<file path="src/rtl/divmod_request_arbiter.sv">
// Round-robin front end that shares one pipelined divider among several clients.
// Requests carry a {div-by-zero, client index} tag that steers each result back to its client.
module divmod_request_arbiter #(
  parameter int  word_bits      = 32,
  parameter int  num_requesters = 4,
  localparam int idx_bits       = $clog2(num_requesters),
  localparam int tag_bits       = idx_bits + 1
) (
  input  logic                                clock,
  input  logic                                reset,
  input  logic [num_requesters-1:0]           req_valid,
  output logic [num_requesters-1:0]           req_ready,
  input  logic [num_requesters*word_bits-1:0] req_divisor,
  input  logic [num_requesters*word_bits-1:0] req_dividend,
  output logic                                div_valid,
  input  logic                                div_ready,
  output logic [word_bits-1:0]                div_divisor,
  output logic [word_bits-1:0]                div_dividend,
  output logic [tag_bits-1:0]                 div_tag,
  input  logic                                div_ovalid,
  output logic                                div_oready,
  input  logic [word_bits-1:0]                div_quotient,
  input  logic [word_bits-1:0]                div_remainder,
  input  logic [tag_bits-1:0]                 div_otag,
  output logic [num_requesters-1:0]           rsp_valid,
  input  logic [num_requesters-1:0]           rsp_ready,
  output logic [word_bits-1:0]                rsp_quotient,
  output logic [word_bits-1:0]                rsp_remainder,
  output logic                                rsp_div_by_zero
);

  logic [idx_bits-1:0]       last_grant_q, last_grant_d;
  logic [idx_bits-1:0]       grant_idx;
  logic [idx_bits:0]         cand;
  logic                      grant_found;
  logic                      hit;
  logic [31:0]               grant_base;
  logic                      issue_free;
  logic                      accept;
  logic                      div_valid_q, div_valid_d;
  logic [word_bits-1:0]      div_divisor_q, div_divisor_d;
  logic [word_bits-1:0]      div_dividend_q, div_dividend_d;
  logic [tag_bits-1:0]       div_tag_q, div_tag_d;
  logic [num_requesters-1:0] rsp_valid_q, rsp_valid_d;
  logic [word_bits-1:0]      rsp_quotient_q, rsp_quotient_d;
  logic [word_bits-1:0]      rsp_remainder_q, rsp_remainder_d;
  logic                      rsp_dbz_q, rsp_dbz_d;
  logic                      rsp_fire;
  logic                      res_accept;
  logic [idx_bits-1:0]       otag_idx;
  logic                      tag_in_range;

  assign issue_free = !div_valid_q || div_ready;
  assign accept     = !reset && issue_free && grant_found;
  assign grant_base = 32'(grant_idx) * 32'(word_bits);

  // Round-robin search starting one past the last accepted client.
  always_comb begin
    grant_found = 1'b0;
    grant_idx   = {idx_bits{1'b0}};
    cand        = {(idx_bits+1){1'b0}};
    hit         = 1'b0;
    for (int k = 0; k < num_requesters; k++) begin
      cand = {1'b0, last_grant_q} + (idx_bits+1)'(k + 1);
      cand = (cand >= (idx_bits+1)'(num_requesters)) ? cand - (idx_bits+1)'(num_requesters) : cand;
      hit  = !grant_found && req_valid[cand[idx_bits-1:0]];
      grant_idx   = hit ? cand[idx_bits-1:0] : grant_idx;
      grant_found = grant_found | hit;
    end
  end

  // One-hot accept strobe to the granted client.
  always_comb begin
    req_ready = {num_requesters{1'b0}};
    if (accept) begin
      req_ready[grant_idx] = 1'b1;
    end else begin
      req_ready = {num_requesters{1'b0}};
    end
  end

  // Issue slot next state: a new accept overwrites a draining entry.
  always_comb begin
    div_valid_d    = div_valid_q;
    div_divisor_d  = div_divisor_q;
    div_dividend_d = div_dividend_q;
    div_tag_d      = div_tag_q;
    last_grant_d   = last_grant_q;
    if (accept) begin
      div_valid_d    = 1'b1;
      div_divisor_d  = req_divisor[grant_base +: word_bits];
      div_dividend_d = req_dividend[grant_base +: word_bits];
      div_tag_d      = {(div_divisor_d == {word_bits{1'b0}}), grant_idx};
      last_grant_d   = grant_idx;
    end else if (div_ready) begin
      div_valid_d = 1'b0;
    end else begin
      div_valid_d = div_valid_q;
    end
  end

  // Issue slot and arbitration pointer registers.
  always_ff @(posedge clock) begin
    if (reset) begin
      div_valid_q    <= 1'b0;
      div_divisor_q  <= {word_bits{1'b0}};
      div_dividend_q <= {word_bits{1'b0}};
      div_tag_q      <= {tag_bits{1'b0}};
      last_grant_q   <= idx_bits'(num_requesters - 1);
    end else begin
      div_valid_q    <= div_valid_d;
      div_divisor_q  <= div_divisor_d;
      div_dividend_q <= div_dividend_d;
      div_tag_q      <= div_tag_d;
      last_grant_q   <= last_grant_d;
    end
  end

  assign rsp_fire     = |(rsp_valid_q & rsp_ready);
  assign div_oready   = !reset && (!(|rsp_valid_q) || rsp_fire);
  assign res_accept   = div_ovalid && div_oready;
  assign otag_idx     = div_otag[idx_bits-1:0];
  // Out-of-range indices are consumed from the divider but never presented.
  assign tag_in_range = ({1'b0, otag_idx} < (idx_bits+1)'(num_requesters));

  // Response slot next state: a new result overwrites a draining entry.
  always_comb begin
    rsp_valid_d     = rsp_valid_q;
    rsp_quotient_d  = rsp_quotient_q;
    rsp_remainder_d = rsp_remainder_q;
    rsp_dbz_d       = rsp_dbz_q;
    if (res_accept && tag_in_range) begin
      rsp_valid_d           = {num_requesters{1'b0}};
      rsp_valid_d[otag_idx] = 1'b1;
      rsp_quotient_d        = div_quotient;
      rsp_remainder_d       = div_remainder;
      rsp_dbz_d             = div_otag[tag_bits-1];
    end else if (rsp_fire || res_accept) begin
      rsp_valid_d = rsp_fire ? {num_requesters{1'b0}} : rsp_valid_q;
    end else begin
      rsp_valid_d = rsp_valid_q;
    end
  end

  // Response slot registers.
  always_ff @(posedge clock) begin
    if (reset) begin
      rsp_valid_q     <= {num_requesters{1'b0}};
      rsp_quotient_q  <= {word_bits{1'b0}};
      rsp_remainder_q <= {word_bits{1'b0}};
      rsp_dbz_q       <= 1'b0;
    end else begin
      rsp_valid_q     <= rsp_valid_d;
      rsp_quotient_q  <= rsp_quotient_d;
      rsp_remainder_q <= rsp_remainder_d;
      rsp_dbz_q       <= rsp_dbz_d;
    end
  end

  assign div_valid       = div_valid_q;
  assign div_divisor     = div_divisor_q;
  assign div_dividend    = div_dividend_q;
  assign div_tag         = div_tag_q;
  assign rsp_valid       = rsp_valid_q;
  assign rsp_quotient    = rsp_quotient_q;
  assign rsp_remainder   = rsp_remainder_q;
  assign rsp_div_by_zero = rsp_dbz_q;

endmodule

</file>
<file path="config.mk">
export PLATFORM = sky130hd
export DESIGN_NAME = divmod_request_arbiter
export DESIGN_NICKNAME = d
export VERILOG_FILES = /design/src/rtl/divmod_request_arbiter.sv
export SDC_FILE = /design/constraint.sdc
export NUM_CORES = 1
export LEC_CHECK = 0
export BUFFER_PORTS_ARGS = -buffer_cell sky130_fd_sc_hd__buf_2
export CAP_MARGIN = 25
export CORE_AREA = 2 2 184 186
export CTS_BUF_LIST = sky130_fd_sc_hd__clkbuf_8 sky130_fd_sc_hd__clkbuf_16
export CTS_CLUSTER_DIAMETER = 150
export DETAILED_ROUTE_END_ITERATION = 12
export DIE_AREA = 0 0 186 188
export PLACE_DENSITY_LB_ADDON = 0.1
export SLEW_MARGIN = 30
export SYNTH_ARGS = -nofsm -noshare
export SYNTH_HDL_FRONTEND = slang
export SYNTH_SLANG_ARGS = --single-unit
</file>
<file path="constraint.sdc">
create_clock -name clock -period 2.69 [get_ports clock]
set_input_delay 0.538 -clock clock [delete_from_list [all_inputs] [get_ports clock]]
set_output_delay 0.538 -clock clock [all_outputs]
set_load 0.02 [all_outputs]
</file>
## Yosys cells after proc, flatten, opt, wreduce, memory -nomap -nowiden

Cells that the tools add are included.

| storage, ports and cells | value |
|---|---|
| register bits after elaboration | 139 |
| input port bits | 335 |

| operators by class | value |
|---|---|
| add/subtract/negate cells | 8 |
| $lt $le $gt $ge | 12 |
| shifts and indexed selects | 2 |
| multiplexer cells | 26 |
| bitwise logic cells | 4 |
| reduce and logical (&&, ||, !) cells | 25 |

Operators by type and width:

| operator | count |
|---|---|
| 128-bit by 8-bit indexed part select with 32-bit output | 2 |
| 32-bit zero test | 1 |
| 2-bit by 3-bit < comparator with 1-bit output (second input constant) | 6 |
| 2-bit 2-to-1 mux | 8 |
| 4-bit 2-to-1 mux | 4 |
| 3-bit greater-or-equal comparator (second input constant) | 4 |
| 1-bit logical AND | 9 |
| 1-bit binary-select mux with 2-bit select | 4 |
| 1-bit 2-to-1 mux | 8 |
| 4-bit OR reduction | 2 |
| 2-bit by 1-bit subtractor with 2-bit output (second input constant) | 4 |
| 2-bit by 2-bit adder with 3-bit output (second input constant) | 2 |
| 1-bit zero test | 6 |
| 2-bit nonzero test | 3 |
| 4-bit AND | 1 |
| 1-bit demux with 2-bit select | 2 |
| 2-bit by 1-bit greater-or-equal comparator with 1-bit output (second input constant) | 2 |
| 2-bit by 1-bit adder with 3-bit output (second input constant) | 1 |
| 2-bit by 3-bit adder with 3-bit output (second input constant) | 1 |
| 1-bit logical OR | 3 |
| 1-bit bitwise OR | 3 |
| 2-bit AND reduction | 1 |

## Logic depth before layout (Yosys ltp)

| logic depth | value |
|---|---|
| word-level depth | 19 |
| depth in mapped cells | 11 |
| mapped depth without buffers | 7 |

## Least setup slack after synthesis

No wires, ideal clock.

| timing | value |
|---|---|
| kind | in2out |
| from | input port req_valid[1] |
| to | output port req_ready[0] |
| data arrival time | 2.155 ns |
| path slack | -0.003 ns |
| stages | 7 |
| buffers on the path | 3 |
| cell sequence | or3b_1 > o221ai_1 > buf_2 > buf_2 > buf_1 > nand2_1 > nor2_1 |

| on the way | value |
|---|---|
| word-level cells in the longest chain between the ends | 16 |
| elaborated cells on any way between the ends | 28 |

Ends and longest elaborated chain:

| item | RTL line | source |
|---|---|---|
| start: declaration | 11 | `input logic [num_requesters-1:0] req_valid,` |
| 1-bit binary-select mux with 2-bit select | 66 | `hit = !grant_found && req_valid[cand[idx_bits-1:0]];` |
| 1-bit 2-to-1 mux (implied by the code) | 66 |  |
| 1-bit zero test | 66 |  |
| 1-bit logical AND | 66 |  |
| 1-bit bitwise OR | 68 | `grant_found = grant_found \| hit;` |
| 1-bit zero test | 66 |  |
| 1-bit logical AND | 66 |  |
| 1-bit bitwise OR | 68 |  |
| 1-bit zero test | 66 |  |
| 1-bit logical AND | 66 |  |
| 2-bit 2-to-1 mux | 67 | `grant_idx = hit ? cand[idx_bits-1:0] : grant_idx;` |
| 2-bit by 3-bit < comparator with 1-bit output (implied by the code) / 2-bit by 1-bit greater-or-equal comparator with 1-bit output (equally long branches) | 76 | `req_ready[grant_idx] = 1'b1;` |
| 1-bit logical AND (implied by the code) | 76 |  |
| 1-bit 2-to-1 mux (implied by the code) | 76 |  |
| 1-bit demux with 2-bit select | 76 |  |
| 4-bit 2-to-1 mux (*) | 75 | `if (accept) begin` |
| end: declaration | 12 | `output logic [num_requesters-1:0] req_ready,` |

Mark *: on every way between the ends. The rest lies on a longest branch, timed or not. The select of a mux whose other input is x is not followed.

## Worst setup path in the final report

| timing | value |
|---|---|
| from | register last_grant_q[1] |
| to | output port req_ready[2] |

| on the way | value |
|---|---|
| word-level cells in the longest chain between the ends | 19 |
| elaborated cells on any way between the ends | 44 |

Ends and longest elaborated chain:

| item | RTL line | source |
|---|---|---|
| start: declaration | 32 | `logic [idx_bits-1:0] last_grant_q, last_grant_d;` |
| start signal: assignment | 109 | `last_grant_q <= idx_bits'(num_requesters - 1);` |
| start signal: assignment | 115 | `last_grant_q <= last_grant_d;` |
| 2-bit by 1-bit adder with 3-bit output | 64 | `cand = {1'b0, last_grant_q} + (idx_bits+1)'(k + 1);` |
| 3-bit greater-or-equal comparator / 2-bit by 1-bit subtractor with 2-bit output (equally long branches) | 65 | `cand = (cand >= (idx_bits+1)'(num_requesters)) ? cand - (idx_bits+1)'(num_requesters) : cand;` |
| 2-bit 2-to-1 mux | 65 |  |
| 1-bit binary-select mux with 2-bit select | 66 |  |
| 1-bit 2-to-1 mux (implied by the code) | 66 |  |
| 1-bit zero test | 66 |  |
| 1-bit logical AND | 66 |  |
| 1-bit bitwise OR | 68 |  |
| [3 not listed] | - |  |
| 1-bit zero test | 66 |  |
| 1-bit logical AND | 66 |  |
| 2-bit 2-to-1 mux | 67 |  |
| 2-bit by 3-bit < comparator with 1-bit output (implied by the code) / 2-bit by 1-bit greater-or-equal comparator with 1-bit output (equally long branches) | 76 |  |
| 1-bit logical AND (implied by the code) | 76 |  |
| 1-bit 2-to-1 mux (implied by the code) | 76 |  |
| 1-bit demux with 2-bit select | 76 |  |
| 4-bit 2-to-1 mux (*) | 75 |  |

Marked as above.

==> summary.md <==
The reported max-cap violation count is 0, and the combined area of the multi-input logic cells is 4230 um2. The run gives 33.0% as the core occupancy in the finished layout. The critical path class was reg2out.

Hold is met by 0.292 ns. Total of warnings raised by yosys: 0. Before antenna repair, the detailed router went through 5 iterations.

IR analysis of the VDD net gives a maximum drop of 0.434 mV. The run gives 6.53% as the met3 track demand over resource in global routing. The fraction of layout instances using a drive strength above 1 came out at 37.7%. The post-detailed-placement half-perimeter wirelength is 25.6 mm.

Clock tree synthesis inserted a total of 17 buffers. The worst-case clock buffer depth is 2, and the area of the mapped netlist is 7340 um2. Headroom to the max-slew limit came out at 57.0%.

After detailed placement, the total cell area comes to 10,300 um2. The maximum fanout along the worst path works out to 13. In this run the count of I/O pins placed on the die edge is 477.

The logs give 33,100 um2 for the placeable core region and 1.89 ns for the arrival time of the worst setup path. The logs give 37.9% for the sequential fraction of the synthesis area and 1,786 for the number of nets in the finished design. The post-synthesis net count was 1,342; the overall routing resource usage was 18.4%. The via density per instance came out at 4.40. For this run, asynchronously set or reset flops after synthesis account for 0%. The count of nets left with antenna violations once routing finished came out at 0.

The routed design could run at a clock period as short as 2.43 ns. The run gives 0 as the number of failing hold endpoints at the final stage. The violation count after the first detailed-route iteration was 335; the data required time at the worst endpoint was 2.15 ns.

From bottom edge to top edge, the die measures 188 um. The run finished with clean final reports. Most instantiated flip-flop cell in the synthesis netlist: sky130_fd_sc_hd__dfxtp_1. Setup repair after global routing left no endpoint under its margin.

The power per standard cell area was 667 nW/um2. The wire length of the first global-routing pass is 48.5 mm, and the initial antenna violation count is 14. Largest net degree at the start of global routing: 78.

The run gives 4 as the number of H-tree levels. The initial utilization of the core area, before any placement, comes to 22.2%. The number of design rule violations left after detail routing was 0; the unique cell type count in the Yosys netlist was 43.

Relative to the synthesized area, the layout overhead comes to 49.1%. The routed wire length per instance was 17.2 um. The routed layout has 8,443 vias. Counting every instance in the synthesized netlist gives 1,007. Summed over all cells, the static leakage comes to 0.00551 uW.

Global routing used 31.0% of the available met2 tracks. After detailed placement, the design holds a cell count of 1,876. In this run, post-CTS hold repair placed 0 buffers. Sort of element at the start of the critical path: a register. Once layout is complete, the cells apart from fillers number 1,919.

Clock-pin slew was measured on the worst setup and hold paths at 0.07 ns. The met1 usage in global routing was 21.4%; the post-route clock period utilization was 90.4%. At the pin with the least slew margin, the transition time is 0.645 ns.

The filler cell count is 3,688, and the number of synthesized flops with an enable pin is 0. Buffer type at the clock tree root: sky130_fd_sc_hd__clkbuf_16. Port buffering added 476 buffers.

The tools report the number of clock sinks as 139. The final setup violation count came out at 0. The busiest layer in global routing is met2. At the end of routability-driven placement, the weighted congestion stood at 0.790. The cell area after layout came out at 10,900 um2.

For the final database, setup skew stands at 0.0135 ns. Across the whole layout, storage elements account for 2780 um2. Final count of pins violating max slew: 0. The flop and latch count out of synthesis is 139. The run gives 33.1 mm as the routed wire length.

The number of global-route vias before repair came out at 8,397. The aggregate global routing overflow was 0. STA classifies the critical path endpoint as a primary output.

The floorplan has 67 rows. The fmax was 0.411 GHz. In this run the mean area of a mapped cell was 7.29 um2.

TritonCTS built the clock tree. The min-delay analysis places its worst path in the category in2reg. The die is 186 um wide.

The floorplan step defined a die boundary enclosing 35,000 um2. The later pin in the worst-skew pair is clocked with a latency of 0.44 ns.
-- synth_stat cells (2+ instances only) --
library cell	instances	area share [%]
sky130_fd_sc_hd__nand3b_1	65	6.6
sky130_fd_sc_hd__a31oi_1	2	0.17
sky130_fd_sc_hd__a32oi_1	4	0.48
sky130_fd_sc_hd__buf_2	14	0.95
sky130_fd_sc_hd__nor4_1	8	0.68
sky130_fd_sc_hd__o21ai_0	59	4.0
sky130_fd_sc_hd__nand2_1	325	17
sky130_fd_sc_hd__inv_1	2	0.10
sky130_fd_sc_hd__buf_8	2	0.41
sky130_fd_sc_hd__a21oi_1	4	0.27
sky130_fd_sc_hd__or4_1	3	0.31
sky130_fd_sc_hd__buf_1	16	0.82
sky130_fd_sc_hd__nor2_1	14	0.72
sky130_fd_sc_hd__mux2_2	2	0.31
sky130_fd_sc_hd__dfxtp_1	139	38
sky130_fd_sc_hd__o21ai_1	16	1.1
sky130_fd_sc_hd__nor2b_1	4	0.34
sky130_fd_sc_hd__mux2i_1	58	7.9
sky130_fd_sc_hd__nand3_1	131	8.9
sky130_fd_sc_hd__nand2b_1	66	5.6
sky130_fd_sc_hd__buf_6	2	0.31
sky130_fd_sc_hd__o41ai_1	3	0.36
sky130_fd_sc_hd__clkbuf_1	48	2.5
-- kinds of logic (layout without fill, tap and decap cells) --
| logic type | count (synthesis) | after routing | share of synthesized area, % |
|---|---|---|---|
| AND/OR/NAND/NOR | 626 | 626 | 40.9 |
| buffers and inverters | 85 | 542 | 5.15 |
| flip-flops | 139 | 139 | 37.9 |
| AO/OA/AOI/OAI | 97 | 97 | 7.82 |
| other | 0 | 7 | 0 |
| multiplexers | 60 | 60 | 8.22 |
-- critical path, cell delays in order (launching register included) --
cell	delay, ns
sky130_fd_sc_hd__dfxtp_1	0.34
sky130_fd_sc_hd__or3b_1	0.45
sky130_fd_sc_hd__o221a_4	0.15
sky130_fd_sc_hd__buf_4	0.18
sky130_fd_sc_hd__nand2_1	0.12
sky130_fd_sc_hd__nor2_1	0.06
sky130_fd_sc_hd__buf_2	0.15
-- worst paths after layout --
kind                     from          endpoint  slack, ns  cells past startpoint
max           last_grant_q[1]      req_ready[2]       0.26                      6
min          div_quotient[29]  rsp_quotient[29]       0.29                      3
max reg2reg   last_grant_q[1]        div_tag[2]       0.37                     10
min reg2reg        div_tag[2]        div_tag[2]       0.45                      2
-- metal layers --
layer	up-vias	wire length, um
li1	4289	-
met2	326	15700
met3	44	2870
met4	12	735
met5	-	77
met1	3772	13700
-- per-stage QoR --
step                      total power [uW]  setup WS [ns]  setup TNS [ns]
final                                 7300          0.258               0
after global routing                  7740          0.115               0
after CTS                             7410         0.0630               0
after detailed placement              4900         0.0295               0
after global placement                4900          0.101               0
after floorplan                       3900       -0.00290        -0.00580
-- where the power goes --
part	switching, uW	internal, uW
Sequential	137	2340
Clock	1060	1400
Combinational	1440	919
-- placed cells by master (no fill, tap or decap), types with 7 or more instances in the layout --
| cell type | instances |
|---|---|
| sky130_fd_sc_hd__buf_12 | 9 |
| sky130_fd_sc_hd__buf_2 | 475 |
| sky130_fd_sc_hd__buf_4 | 24 |
| sky130_fd_sc_hd__clkbuf_16 | 17 |
| sky130_fd_sc_hd__dfxtp_1 | 139 |
| sky130_fd_sc_hd__diode_2 | 7 |
| sky130_fd_sc_hd__mux2i_1 | 58 |
| sky130_fd_sc_hd__nand2_1 | 325 |
| sky130_fd_sc_hd__nand2b_1 | 66 |
| sky130_fd_sc_hd__nand3_1 | 130 |
| sky130_fd_sc_hd__nand3b_1 | 65 |
| sky130_fd_sc_hd__nor2_1 | 14 |
| sky130_fd_sc_hd__nor4_1 | 8 |
| sky130_fd_sc_hd__o21ai_0 | 58 |
| sky130_fd_sc_hd__o21ai_1 | 17 |
-- registers in the layout, indices dropped and copies added, names as in the netlist --
signal	flops
rsp_div_by_zero	1
div_dividend	32
rsp_remainder	32
rsp_quotient	32
div_tag	3
div_valid	1
rsp_valid	4
last_grant_q	2
div_divisor	32
-- area by class of cell --
class                      instances  share of cell area [%]
antenna                            7                   0.160
clock buffer                      17                    3.89
clock inverter                    15                    1.62
inverter                           2                  0.0686
multi-input combinational        783                    38.7
sequential                       139                    25.4
tap                              448                    5.12
timing repair buffer             508                    25.0
-- what timing repair did --
item,4_1_cts,5_1_grt
endpoints found under the hold margin,0,0
buffers inserted,0,4
resized for setup,0,2
setup endpoints to repair,0,4
(Power assumes the default switching activity.)
